[src/rtl/control_seq_if.sv]
// Control/handshake bundle between the instruction sequencer and ROM, RAM, register file and ALU.
interface control_seq_if #(
  parameter int unsigned DATA_W = 16,
  parameter int unsigned ADDR_W = 16
);
  localparam int unsigned INSTR_W = 16 + DATA_W;

  logic [ADDR_W-1:0]  romAdd;
  logic               romReq;
  logic               romValid;
  logic [INSTR_W-1:0] romData;
  logic [ADDR_W-1:0]  ramAdd;
  logic               ramRead;
  logic               ramWrite;
  logic               ramAck;
  logic [DATA_W-1:0]  dout;
  logic [DATA_W-1:0]  greg;
  logic [2:0]         operand1;
  logic [2:0]         operand2;
  logic [2:0]         results;
  logic [5:0]         aluOperation;
  logic [3:0]         aluParams;
  logic               aluStart;
  logic               aluBusy;
  logic               aluReadBus;
  logic [3:0]         busState;
  logic               flagZ;
  logic               flagC;
  logic               halted;

  modport master (
    output romAdd, romReq, ramAdd, ramRead, ramWrite, dout,
           operand1, operand2, results, aluOperation, aluParams,
           aluStart, aluReadBus, busState, halted,
    input  romValid, romData, ramAck, greg, aluBusy, flagZ, flagC
  );

  modport slave (
    input  romAdd, romReq, ramAdd, ramRead, ramWrite, dout,
           operand1, operand2, results, aluOperation, aluParams,
           aluStart, aluReadBus, busState, halted,
    output romValid, romData, ramAck, greg, aluBusy, flagZ, flagC
  );
endinterface

[src/rtl/control_seq.sv]
// Multi-cycle fetch/decode/execute sequencer for the console CPU.
// Every control output is a register; the next-state process computes all of them.
module control_seq #(
  parameter int unsigned       DATA_W   = 16,
  parameter int unsigned       ADDR_W   = 16,
  parameter logic [ADDR_W-1:0] RESET_PC = '0
) (
  input logic           CLK,
  input logic           RST,
  control_seq_if.master bus
);
  localparam int unsigned INSTR_W = 16 + DATA_W;

  localparam logic [4:0] OP_LDR = 5'h01, OP_STR = 5'h02, OP_ADD = 5'h03, OP_SUB = 5'h04;
  localparam logic [4:0] OP_MUL = 5'h05, OP_LDI = 5'h08, OP_ADI = 5'h09, OP_SBI = 5'h0A;
  localparam logic [4:0] OP_MLI = 5'h0B, OP_AND = 5'h0E, OP_OR  = 5'h0F, OP_XOR = 5'h10;
  localparam logic [4:0] OP_NOT = 5'h11, OP_ANI = 5'h12, OP_ORI = 5'h13, OP_XRI = 5'h14;
  localparam logic [4:0] OP_LSL = 5'h15, OP_LSR = 5'h16, OP_JMP = 5'h18, OP_BEQ = 5'h19;
  localparam logic [4:0] OP_BNE = 5'h1A, OP_BCS = 5'h1B, OP_LDG = 5'h1C, OP_STG = 5'h1D;
  localparam logic [4:0] OP_HLT = 5'h1F;

  localparam logic [5:0] ALU_PASS  = 6'b100000, ALU_ADD = 6'b100001, ALU_MUL = 6'b100010;
  localparam logic [5:0] ALU_LOGIC = 6'b100100, ALU_LSL = 6'b101000, ALU_LSR = 6'b110000;

  localparam logic [3:0] BUS_NONE = 4'd0, BUS_REG_RAM = 4'd1, BUS_RAM_ALU = 4'd2, BUS_IMM_ALU = 4'd6;

  typedef enum logic [1:0] {FETCH, DECODE, EXEC, HALT} state_t;
  typedef enum logic [1:0] {DONE_NOW, DONE_ACK, DONE_ALU} done_t;

  state_t             state_q, state_d;
  done_t              done_q, done_d;
  logic [ADDR_W-1:0]  pc_q, pc_d;
  logic [INSTR_W-1:0] ir_q, ir_d;

  logic [ADDR_W-1:0]  rom_add_q, rom_add_d;
  logic               rom_req_q, rom_req_d;
  logic [ADDR_W-1:0]  ram_add_q, ram_add_d;
  logic               ram_read_q, ram_read_d;
  logic               ram_write_q, ram_write_d;
  logic [DATA_W-1:0]  dout_q, dout_d;
  logic [2:0]         operand1_q, operand1_d;
  logic [2:0]         operand2_q, operand2_d;
  logic [2:0]         results_q, results_d;
  logic [5:0]         alu_op_q, alu_op_d;
  logic [3:0]         alu_params_q, alu_params_d;
  logic               alu_start_q, alu_start_d;
  logic               alu_read_bus_q, alu_read_bus_d;
  logic [3:0]         bus_state_q, bus_state_d;
  logic               halted_q, halted_d;

  logic [4:0]         op;
  logic [DATA_W-1:0]  word2;
  logic               alu_go;
  logic               imm;
  logic               complete;
  logic               taken;
  logic               unused_bits;

  assign op          = ir_q[5:1];
  assign word2       = ir_q[INSTR_W-1:16];
  assign unused_bits = ^{ir_q[6], ir_q[0], bus.greg};

  // Next-state and next-output logic
  always_comb begin
    state_d        = state_q;
    done_d         = done_q;
    pc_d           = pc_q;
    ir_d           = ir_q;
    rom_add_d      = rom_add_q;
    rom_req_d      = rom_req_q;
    ram_add_d      = ram_add_q;
    ram_read_d     = ram_read_q;
    ram_write_d    = ram_write_q;
    dout_d         = dout_q;
    operand1_d     = operand1_q;
    operand2_d     = operand2_q;
    results_d      = results_q;
    alu_op_d       = alu_op_q;
    alu_params_d   = alu_params_q;
    alu_start_d    = 1'b0;
    alu_read_bus_d = alu_read_bus_q;
    bus_state_d    = bus_state_q;
    halted_d       = halted_q;
    alu_go         = 1'b0;
    imm            = 1'b0;
    complete       = 1'b0;
    taken          = 1'b0;

    case (op)
      OP_JMP:  taken = 1'b1;
      OP_BEQ:  taken = bus.flagZ;
      OP_BNE:  taken = !bus.flagZ;
      OP_BCS:  taken = bus.flagC;
      default: taken = 1'b0;
    endcase

    case (state_q)
      FETCH: begin
        if (bus.romValid) begin
          ir_d      = bus.romData;
          rom_req_d = 1'b0;
          state_d   = DECODE;
        end
      end

      DECODE: begin
        operand1_d     = ir_q[9:7];
        operand2_d     = ir_q[12:10];
        results_d      = ir_q[15:13];
        dout_d         = word2;
        alu_op_d       = '0;
        alu_params_d   = '0;
        bus_state_d    = BUS_NONE;
        alu_read_bus_d = 1'b0;
        ram_read_d     = 1'b0;
        ram_write_d    = 1'b0;
        done_d         = DONE_NOW;
        case (op)
          OP_LDR, OP_LDG: begin
            bus_state_d    = BUS_RAM_ALU;
            ram_read_d     = 1'b1;
            alu_read_bus_d = 1'b1;
            done_d         = DONE_ACK;
            ram_add_d      = (op == OP_LDG) ? bus.greg[ADDR_W-1:0] : word2[ADDR_W-1:0];
          end
          OP_STR, OP_STG: begin
            bus_state_d = BUS_REG_RAM;
            ram_write_d = 1'b1;
            done_d      = DONE_ACK;
            ram_add_d   = (op == OP_STG) ? bus.greg[ADDR_W-1:0] : word2[ADDR_W-1:0];
          end
          OP_ADD: begin alu_go = 1'b1; alu_op_d = ALU_ADD; end
          OP_SUB: begin alu_go = 1'b1; alu_op_d = ALU_ADD; alu_params_d = 4'd1; end
          OP_MUL: begin alu_go = 1'b1; alu_op_d = ALU_MUL; done_d = DONE_ALU; end
          OP_LDI: begin alu_go = 1'b1; imm = 1'b1; alu_op_d = ALU_PASS; end
          OP_ADI: begin alu_go = 1'b1; imm = 1'b1; alu_op_d = ALU_ADD; end
          OP_SBI: begin alu_go = 1'b1; imm = 1'b1; alu_op_d = ALU_ADD; alu_params_d = 4'd1; end
          OP_MLI: begin alu_go = 1'b1; imm = 1'b1; alu_op_d = ALU_MUL; done_d = DONE_ALU; end
          OP_AND: begin alu_go = 1'b1; alu_op_d = ALU_LOGIC; alu_params_d = 4'd0; end
          OP_OR:  begin alu_go = 1'b1; alu_op_d = ALU_LOGIC; alu_params_d = 4'd1; end
          OP_XOR: begin alu_go = 1'b1; alu_op_d = ALU_LOGIC; alu_params_d = 4'd2; end
          OP_NOT: begin alu_go = 1'b1; alu_op_d = ALU_LOGIC; alu_params_d = 4'd3; end
          OP_ANI: begin alu_go = 1'b1; imm = 1'b1; alu_op_d = ALU_LOGIC; alu_params_d = 4'd0; end
          OP_ORI: begin alu_go = 1'b1; imm = 1'b1; alu_op_d = ALU_LOGIC; alu_params_d = 4'd1; end
          OP_XRI: begin alu_go = 1'b1; imm = 1'b1; alu_op_d = ALU_LOGIC; alu_params_d = 4'd2; end
          OP_LSL: begin alu_go = 1'b1; alu_op_d = ALU_LSL; alu_params_d = word2[3:0]; end
          OP_LSR: begin alu_go = 1'b1; alu_op_d = ALU_LSR; alu_params_d = word2[3:0]; end
          default: ;
        endcase
        if (imm) begin
          bus_state_d    = BUS_IMM_ALU;
          alu_read_bus_d = 1'b1;
        end
        alu_start_d = alu_go;
        state_d     = EXEC;
      end

      EXEC: begin
        // aluBusy is only meaningful once the start pulse has been seen by the ALU
        case (done_q)
          DONE_ACK: complete = bus.ramAck;
          DONE_ALU: complete = !alu_start_q && !bus.aluBusy;
          default:  complete = 1'b1;
        endcase
        if (complete) begin
          pc_d           = taken ? word2[ADDR_W-1:0] : pc_q + ADDR_W'(1);
          ram_read_d     = 1'b0;
          ram_write_d    = 1'b0;
          alu_read_bus_d = 1'b0;
          if (op == OP_HLT) begin
            halted_d = 1'b1;
            state_d  = HALT;
          end else begin
            rom_req_d = 1'b1;
            rom_add_d = pc_d;
            state_d   = FETCH;
          end
        end
      end

      default: ;
    endcase
  end

  // State and output registers
  always_ff @(posedge CLK) begin
    if (RST) begin
      state_q        <= FETCH;
      done_q         <= DONE_NOW;
      pc_q           <= RESET_PC;
      ir_q           <= '0;
      rom_add_q      <= RESET_PC;
      rom_req_q      <= 1'b1;
      ram_add_q      <= '0;
      ram_read_q     <= 1'b0;
      ram_write_q    <= 1'b0;
      dout_q         <= '0;
      operand1_q     <= '0;
      operand2_q     <= '0;
      results_q      <= '0;
      alu_op_q       <= '0;
      alu_params_q   <= '0;
      alu_start_q    <= 1'b0;
      alu_read_bus_q <= 1'b0;
      bus_state_q    <= BUS_NONE;
      halted_q       <= 1'b0;
    end else begin
      state_q        <= state_d;
      done_q         <= done_d;
      pc_q           <= pc_d;
      ir_q           <= ir_d;
      rom_add_q      <= rom_add_d;
      rom_req_q      <= rom_req_d;
      ram_add_q      <= ram_add_d;
      ram_read_q     <= ram_read_d;
      ram_write_q    <= ram_write_d;
      dout_q         <= dout_d;
      operand1_q     <= operand1_d;
      operand2_q     <= operand2_d;
      results_q      <= results_d;
      alu_op_q       <= alu_op_d;
      alu_params_q   <= alu_params_d;
      alu_start_q    <= alu_start_d;
      alu_read_bus_q <= alu_read_bus_d;
      bus_state_q    <= bus_state_d;
      halted_q       <= halted_d;
    end
  end

  assign bus.romAdd       = rom_add_q;
  assign bus.romReq       = rom_req_q;
  assign bus.ramAdd       = ram_add_q;
  assign bus.ramRead      = ram_read_q;
  assign bus.ramWrite     = ram_write_q;
  assign bus.dout         = dout_q;
  assign bus.operand1     = operand1_q;
  assign bus.operand2     = operand2_q;
  assign bus.results      = results_q;
  assign bus.aluOperation = alu_op_q;
  assign bus.aluParams    = alu_params_q;
  assign bus.aluStart     = alu_start_q;
  assign bus.aluReadBus   = alu_read_bus_q;
  assign bus.busState     = bus_state_q;
  assign bus.halted       = halted_q;
endmodule
[src/flat_wrapper.sv]
// flat-port wrapper written by rule: the top's interface ports become plain ports
module control_seq_flat 
#(
  parameter int unsigned       DATA_W   = 16,
  parameter int unsigned       ADDR_W   = 16,
  parameter logic [ADDR_W-1:0] RESET_PC = '0
)
  (CLK, RST, bus_romAdd, bus_romReq, bus_ramAdd, bus_ramRead, bus_ramWrite, bus_dout, bus_operand1, bus_operand2, bus_results, bus_aluOperation, bus_aluParams, bus_aluStart, bus_aluReadBus, bus_busState, bus_halted, bus_romValid, bus_romData, bus_ramAck, bus_greg, bus_aluBusy, bus_flagZ, bus_flagC);
  control_seq_if #(.DATA_W(DATA_W), .ADDR_W(ADDR_W)) bus_i ();
  input logic CLK;
  input logic RST;
  output wire logic [$bits(bus_i.romAdd)-1:0] bus_romAdd;
  output wire logic [$bits(bus_i.romReq)-1:0] bus_romReq;
  output wire logic [$bits(bus_i.ramAdd)-1:0] bus_ramAdd;
  output wire logic [$bits(bus_i.ramRead)-1:0] bus_ramRead;
  output wire logic [$bits(bus_i.ramWrite)-1:0] bus_ramWrite;
  output wire logic [$bits(bus_i.dout)-1:0] bus_dout;
  output wire logic [$bits(bus_i.operand1)-1:0] bus_operand1;
  output wire logic [$bits(bus_i.operand2)-1:0] bus_operand2;
  output wire logic [$bits(bus_i.results)-1:0] bus_results;
  output wire logic [$bits(bus_i.aluOperation)-1:0] bus_aluOperation;
  output wire logic [$bits(bus_i.aluParams)-1:0] bus_aluParams;
  output wire logic [$bits(bus_i.aluStart)-1:0] bus_aluStart;
  output wire logic [$bits(bus_i.aluReadBus)-1:0] bus_aluReadBus;
  output wire logic [$bits(bus_i.busState)-1:0] bus_busState;
  output wire logic [$bits(bus_i.halted)-1:0] bus_halted;
  input wire logic [$bits(bus_i.romValid)-1:0] bus_romValid;
  input wire logic [$bits(bus_i.romData)-1:0] bus_romData;
  input wire logic [$bits(bus_i.ramAck)-1:0] bus_ramAck;
  input wire logic [$bits(bus_i.greg)-1:0] bus_greg;
  input wire logic [$bits(bus_i.aluBusy)-1:0] bus_aluBusy;
  input wire logic [$bits(bus_i.flagZ)-1:0] bus_flagZ;
  input wire logic [$bits(bus_i.flagC)-1:0] bus_flagC;
  assign bus_romAdd = bus_i.romAdd;
  assign bus_romReq = bus_i.romReq;
  assign bus_ramAdd = bus_i.ramAdd;
  assign bus_ramRead = bus_i.ramRead;
  assign bus_ramWrite = bus_i.ramWrite;
  assign bus_dout = bus_i.dout;
  assign bus_operand1 = bus_i.operand1;
  assign bus_operand2 = bus_i.operand2;
  assign bus_results = bus_i.results;
  assign bus_aluOperation = bus_i.aluOperation;
  assign bus_aluParams = bus_i.aluParams;
  assign bus_aluStart = bus_i.aluStart;
  assign bus_aluReadBus = bus_i.aluReadBus;
  assign bus_busState = bus_i.busState;
  assign bus_halted = bus_i.halted;
  assign bus_i.romValid = bus_romValid;
  assign bus_i.romData = bus_romData;
  assign bus_i.ramAck = bus_ramAck;
  assign bus_i.greg = bus_greg;
  assign bus_i.aluBusy = bus_aluBusy;
  assign bus_i.flagZ = bus_flagZ;
  assign bus_i.flagC = bus_flagC;
  control_seq #(.DATA_W(DATA_W), .ADDR_W(ADDR_W), .RESET_PC(RESET_PC)) u_core (.CLK(CLK), .RST(RST), .bus(bus_i));
endmodule
[config.mk]
export PLATFORM = sky130hd
export DESIGN_NAME = control_seq_flat
export DESIGN_NICKNAME = d
export VERILOG_FILES = /design/src/rtl/control_seq_if.sv /design/src/rtl/control_seq.sv /design/src/flat_wrapper.sv
export SDC_FILE = /design/constraint.sdc
export NUM_CORES = 1
export LEC_CHECK = 0
export CELL_PAD_IN_SITES_DETAIL_PLACEMENT = 2
export CELL_PAD_IN_SITES_GLOBAL_PLACEMENT = 2
export CORE_MARGIN = 2
export CORE_UTILIZATION = 32
export DETAILED_ROUTE_END_ITERATION = 16
export PLACE_DENSITY_LB_ADDON = 0.1
export SYNTH_ARGS = -nofsm -noshare
export SYNTH_HDL_FRONTEND = slang
export SYNTH_SLANG_ARGS = --single-unit
export TNS_END_PERCENT = 1
[constraint.sdc]
create_clock -name CLK -period 4.97 [get_ports CLK]
set_input_delay 0.994 -clock CLK [delete_from_list [all_inputs] [get_ports CLK]]
set_output_delay 0.994 -clock CLK [all_outputs]
set_load 0.02 [all_outputs]
---- Word level (Yosys, flattened, before mapping) ----
Cells that the tools add are included.
word-level totals
  flip-flop bits (word level) ............. 129
  input bits .............................. 55
  output and inout bits ................... 77
  word-level logic and storage cells ...... 113
operators by class
  multiplexer cells ....................... 30
  reductions and logical operators ........ 29
  add/subtract/negate cells ............... 1
  bitwise logic cells ..................... 2
  equality and inequality tests ........... 32
operators with widths
  kind                                                                    count
  5-bit equality test (second input constant)                             14
  16-bit 2-to-1 mux                                                       3
  6-bit one-hot mux with 6 select lines                                   1
  16-bit one-hot mux with 2 select lines                                  1
  5-bit by 4-bit equality test with 1-bit output (second input constant)  6
  16-bit by 1-bit adder with 16-bit output (second input constant)        1
  4-bit one-hot mux with 4 select lines                                   1
  16-bit OR reduction                                                     1
  7-bit OR reduction                                                      2
  2-bit OR reduction                                                      6
  4-bit OR reduction                                                      3
  1-bit 2-to-1 mux                                                        11
  5-bit by 2-bit equality test with 1-bit output (second input constant)  2
  5-bit by 3-bit equality test with 1-bit output (second input constant)  2
  1-bit one-hot mux with 2 select lines                                   5
  3-bit AND reduction                                                     3
  2-bit one-hot mux with 2 select lines                                   2
  2-bit AND reduction                                                     4
  2-bit 2-to-1 mux                                                        3
  2-bit one-hot mux with 3 select lines                                   1
  2-bit nonzero test                                                      3
  5-bit by 1-bit equality test with 1-bit output (second input constant)  1
  2-bit by 1-bit equality test with 1-bit output (second input constant)  2
  2-bit equality test (second input constant)                             2
  10 further kinds                                                        14

---- Depth between registers and ports, before layout ----
  depth in word-level cells ............... 6
  mapped depth ............................ 8
  gate-level depth less buffers ........... 6

---- Worst setup path before layout ----
OpenSTA, ideal clock, no wires.
  path kind ............................... input to register
  start point ............................. in bus_flagC
  end point ............................... reg u_core.rom_add_q[14] (netlist: u_core.bus.romAdd[14])
  slack ................................... 2.491 ns
  library setup time ...................... 0.117 ns
  arrival ................................. 2.361 ns
  required time ........................... 4.853 ns
  stages .................................. 6
  path buffers ............................ 2
  cell sequence ........................... and3_1 o21ai_1 clkbuf_1 buf_2 nand3_1 a32o_1
between the ends
  cells in the longest elaborated chain, start to end .. 2
RTL lines
  item                                   line                source
  start, declared                        flat_wrapper.sv:33  input wire logic [$bits(bus_i.flagC)-1:0] bus_flagC;
  1-bit one-hot mux with 4 select lines  control_seq.sv:89   case (op)
  16-bit 2-to-1 mux                      control_seq.sv:166  pc_d = taken ? word2[ADDR_W-1:0] : pc_q + ADDR_W'(1);
  end signal, assigned                   control_seq.sv:212  rom_add_q <= rom_add_d;
  end, declared                          control_seq.sv:35   logic [ADDR_W-1:0] rom_add_q, rom_add_d;
No other way between the ends.
A chain may end at the register's enable or synchronous reset.

---- Worst setup path after layout ----
  start point ............................. in bus_flagZ
  end point ............................... reg u_core.pc_q[11]
between the ends
  cells in the longest elaborated chain, start to end .. 3
RTL lines
  item                                     line                source
  start, declared                          flat_wrapper.sv:32  input wire logic [$bits(bus_i.flagZ)-1:0] bus_flagZ;
  1-bit zero test                          control_seq.sv:92   OP_BNE: taken = !bus.flagZ;
  1-bit one-hot mux with 4 select lines *  control_seq.sv:89
  16-bit 2-to-1 mux *                      control_seq.sv:166
  end signal, assigned                     control_seq.sv:210  pc_q <= pc_d;
  end, declared                            control_seq.sv:32   logic [ADDR_W-1:0] pc_q, pc_d;
Every way passes the cells marked *; elsewhere a longest branch is shown, timed or not.

==> reports/qor_table.md <==
| Parameter | Reported | Unit |
| --- | --- | --- |
| Outcome | completed | - |
| Kind of critical path | in2reg | - |
| Largest net degree at the start of global routing | 83 | - |
| Hold Vio Cnt, Final | 0 | - |
| Max Buffers Root-to-Sink | 2 | - |
| Share of final-layout standard cells stronger than drive strength 1 | 9.55 | % |
| Post_cts resized | 0 | - |
| Total power draw | 2.97 | mW |
| Library cell used as clock root buffer | sky130_fd_sc_hd__clkbuf_16 | - |
| Global route total overflow | 0 | - |
| Initial antenna violation count | 1 | - |
| Synthesized instance count | 678 | - |
| Max Cap Violations | 0 | - |
| Overall die area | 19700 | sq um |
| Synth Net Count | 740 | - |
| Type of element capturing the critical path | flop | - |
| Horiz. Die Dim | 140 | microns |
| Number of rows in the core area | 49 | - |
| Cell variety after synth | 62 | - |
| Number of buffers inserted by hold repair at cts | 0 | - |
| Global-route wire length before repair | 33500 | microns |
| Number of routed nets with antenna violations | 0 | - |
| Area added between synthesis and finish | 33.9 | % |
| TritonCTS Buffers | 17 | - |
| Fraction of synthesized cell area taken by the top area cell type | 42.4 | % |
| Vias per inst | 5.49 | - |
| Insertion delay to the later sink of the worst-skew pair | 0.42 | ns |
| Sink count of the clock tree | 126 | - |
| Kind of start point of the critical path | primary input | - |
| Maximum achievable frequency | 348 | MHz |
| Largest area contributor in the synthesized netlist | sky130_fd_sc_hd__dfxtp_1 | - |
| Setup Viol. Count Final | 0 | - |
| Max rail drop VDD | 0.241 | mV |
| Hold Crit Class | reg2reg | - |
| Clock slew at reported path FFs | 0.06 | ns |
| Overall global routing resource usage | 21.6 | % |
| Total I/O pin count | 132 | - |
| Via count of the first global-routing pass | 5969 | - |
| Setup repair after global routing missed its margin | false | - |
| Count of nets after finishing | 834 | - |
| Number of pins exceeding their max-slew limit in the final report | 0 | - |
| Power per Cell Area | 373 | nW/um^2 |
| Maximum level of the CTS H-tree | 4 | - |
| Standard cell core area | 18100 | sq um |
| Synthesized area divided by synthesized cell count | 8.78 | sq um |
| TritonCTS clock tree | built | - |
| Setup slack at placement | 1.63 | ns |
| Static power due to leakage | 2.86 | nW |
| Async SR Flop Fraction | 0 | % |
| Leading cell types by total area after synthesis | sky130_fd_sc_hd__dfxtp_1 (42%), sky130_fd_sc_hd__nand2_1 (5.2%), sky130_fd_sc_hd__mux2i_1 (5.0%) | - |
| Initial cell density of the core | 32.9 | % |
| R2R depth | 4 | - |
| Ys flop type | sky130_fd_sc_hd__dfxtp_1 | - |
| Data arrival at the endpoint of the critical path | 3.17 | ns |
| Post-CTS setup-driven buffer insertion count | 0 | - |
| Detailed-router iteration count before antenna repair | 4 | - |
| Port Buffer Count | 128 | - |
| Slew of the pin with the lowest slew margin | 1.15 | ns |
| Final total negative setup slack | 0 | ns |
| Flop and latch count out of synthesis | 126 | - |
| Post-synthesis cell area | 5960 | sq um |
| Worst clock skew on the final layout | 0.00788 | ns |
| Capturing instance or port of the critical path | u_core.pc_q[11] | - |
| Crit path setup slack, layout | 2.10 | ns |
| Diode insertion count for antenna repair | 0 | - |
| Placed wire-length estimate after detailed placement | 14000 | microns |
| Global placer's final weighted congestion | 0.760 | - |
| Post-detailed-routing wire length | 20900 | microns |
| Worst-case hold slack | 0.457 | ns |
| Routed vias | 5571 | - |
| Reg-to-reg critical path startpoint | u_core.ir_q[3] | - |
| Max-Slew Margin vs Limit | 22.9 | % |
| Max FO, Critical Path | 31 | - |
| Yosys warning count | 0 | - |
| 1st-iter DRT viols | 235 | - |
| Final worst path period share | 57.8 | % |
| Reg-to-Reg End | u_core.bus.ramAdd[6] | - |
| Minimum setup slack among reg-to-reg paths | 2.15 | ns |
| Routed wirelength normalized by instance count | 20.6 | microns |
| Data required time at the worst endpoint | 5.27 | ns |
| Tmin final | 2.87 | ns |
| Share of the yosys chip area belonging to registers | 42.4 | % |
| Number of design rule violations left after detail routing | 0 | - |
| Number of enable-type register cells in the synthesized netlist | 0 | - |
| Overall die height | 140 | microns |
| Startpoint of the most critical setup path | bus_flagZ | - |
-- flip-flops by register name, summed over array words and instances (netlist names), 2 cells and up --
register and count:
u_core.ir_q 30, u_core.bus.dout 16, u_core.bus.ramAdd 16, u_core.bus.romAdd 16, u_core.pc_q 16, u_core.bus.aluOperation 6, u_core.bus.aluParams 4, u_core.bus.busState 3
u_core.bus.operand1 3, u_core.bus.operand2 3, u_core.bus.results 3, u_core.done_q 2, u_core.state_q 2
-- cell usage in the layout, fill, tap and decap left out, types with 18 or more instances in the layout --
master and instances:
sky130_fd_sc_hd__a211oi_1 28, sky130_fd_sc_hd__a21oi_1 55, sky130_fd_sc_hd__clkdlybuf4s50_1 127, sky130_fd_sc_hd__dfxtp_1 126, sky130_fd_sc_hd__inv_1 27, sky130_fd_sc_hd__mux2_2 20, sky130_fd_sc_hd__mux2i_1 30, sky130_fd_sc_hd__nand2_1 82
sky130_fd_sc_hd__nand2b_1 18, sky130_fd_sc_hd__nand3_1 26, sky130_fd_sc_hd__nor2_1 41
-- routing by layer --
| layer | vias to the layer above | share of wire, % | wire [microns] | global-route usage [%] |
|---|---|---|---|---|
| met5 | - | 0.062 | 13 | 0 |
| met4 | 2 | 0.93 | 193 | 6.27 |
| met3 | 15 | 4.8 | 1000 | 5.57 |
| met2 | 114 | 50 | 10400 | 37.5 |
| met1 | 2798 | 44 | 9210 | 26.4 |
| li1 | 2642 | - | - | - |
-- power breakdown --
part | total, mW | switching (mW) | leakage (nW) | internal [mW]
Combinational | 0.456 | 0.259 | 1.52 | 0.197
Sequential | 1.14 | 0.0694 | 1.02 | 1.07
Clock | 1.38 | 0.477 | 0.316 | 0.903
Total | 2.97 | 0.806 | 2.86 | 2.17
-- logic make-up after synthesis --
group | share of synthesized area, %
buffers and inverters | 6.43
adders and majority gates | 1.47
DFF | 42.4
other | 0.0630
muxes | 9.01
and+or+nand+nor | 19.0
xor gates and xnor gates | 0.588
AOI/OAI and AO/OA | 21.1
-- critical path: stages --
cell and delay [ns]:
sky130_fd_sc_hd__clkdlybuf4s50_1 0.48, sky130_fd_sc_hd__mux2i_1 0.24, sky130_fd_sc_hd__o21a_1 0.88, sky130_fd_sc_hd__a2111oi_0 0.18, sky130_fd_sc_hd__a311o_1 0.38
-- Yosys cell counts (3+ instances only) --
cell type / number
sky130_fd_sc_hd__a2111oi_0: 6
sky130_fd_sc_hd__a211oi_1: 28
sky130_fd_sc_hd__a211oi_2: 9
sky130_fd_sc_hd__a21o_1: 3
sky130_fd_sc_hd__a21oi_1: 55
sky130_fd_sc_hd__a22o_1: 3
sky130_fd_sc_hd__a311o_1: 6
sky130_fd_sc_hd__a311oi_1: 5
sky130_fd_sc_hd__a32o_1: 13
sky130_fd_sc_hd__a41o_1: 3
sky130_fd_sc_hd__and3_1: 6
sky130_fd_sc_hd__and3b_1: 3
sky130_fd_sc_hd__and4_1: 7
sky130_fd_sc_hd__buf_1: 11
sky130_fd_sc_hd__buf_2: 6
sky130_fd_sc_hd__buf_6: 4
sky130_fd_sc_hd__clkbuf_1: 41
sky130_fd_sc_hd__dfxtp_1: 126
sky130_fd_sc_hd__ha_1: 7
sky130_fd_sc_hd__inv_1: 27
sky130_fd_sc_hd__mux2_2: 20
sky130_fd_sc_hd__mux2i_1: 30
sky130_fd_sc_hd__nand2_1: 82
sky130_fd_sc_hd__nand2b_1: 18
sky130_fd_sc_hd__nand3_1: 26
sky130_fd_sc_hd__nand4_1: 5
sky130_fd_sc_hd__nand4b_1: 4
sky130_fd_sc_hd__nor2_1: 41
sky130_fd_sc_hd__nor2b_1: 6
sky130_fd_sc_hd__nor3_1: 7
sky130_fd_sc_hd__o21ai_0: 10
sky130_fd_sc_hd__o31ai_1: 6
sky130_fd_sc_hd__o32ai_1: 3
sky130_fd_sc_hd__o41ai_1: 3
sky130_fd_sc_hd__or3_1: 5
sky130_fd_sc_hd__or3b_1: 3
sky130_fd_sc_hd__or4_1: 7
sky130_fd_sc_hd__xnor2_1: 3
-- how the worst min path moves through the flow --
stage / endpoint / cells past startpoint / slack [ns] / startpoint
after floorplan: u_core.ir_q[10] / 2 / 0.44 / u_core.ir_q[10]
after global placement: u_core.ir_q[9] / 2 / 0.44 / u_core.ir_q[9]
after detailed placement: u_core.bus.romAdd[15] / 1 / 0.45 / u_core.bus.romAdd[15]
after CTS: u_core.ir_q[7] / 2 / 0.46 / u_core.ir_q[7]
after global routing: u_core.ir_q[15] / 2 / 0.48 / u_core.ir_q[15]
final: u_core.ir_q[7] / 2 / 0.46 / u_core.ir_q[7]
-- per-stage QoR --
step	instances	area [sq um]	util, %
2_1_floorplan	678	5960	-
3_3_place_gp	982	7320	40.5
3_5_place_dp	982	7320	40.5
4_1_cts	1014	7980	44.1
5_1_grt	1014	7980	44.1
6_report	1014	7980	44.1
-- layout make-up --
cell class / count / area [sq um]
fillers: 1940 / 10100
multi-input cells: 461 / 3050
flip-flops and latches: 126 / 2520
repair buffers: 138 / 1350
clock buffers: 18 / 439
well taps: 229 / 287
clock inverters: 14 / 215
inverters: 28 / 105
(Power assumes the default switching activity.)
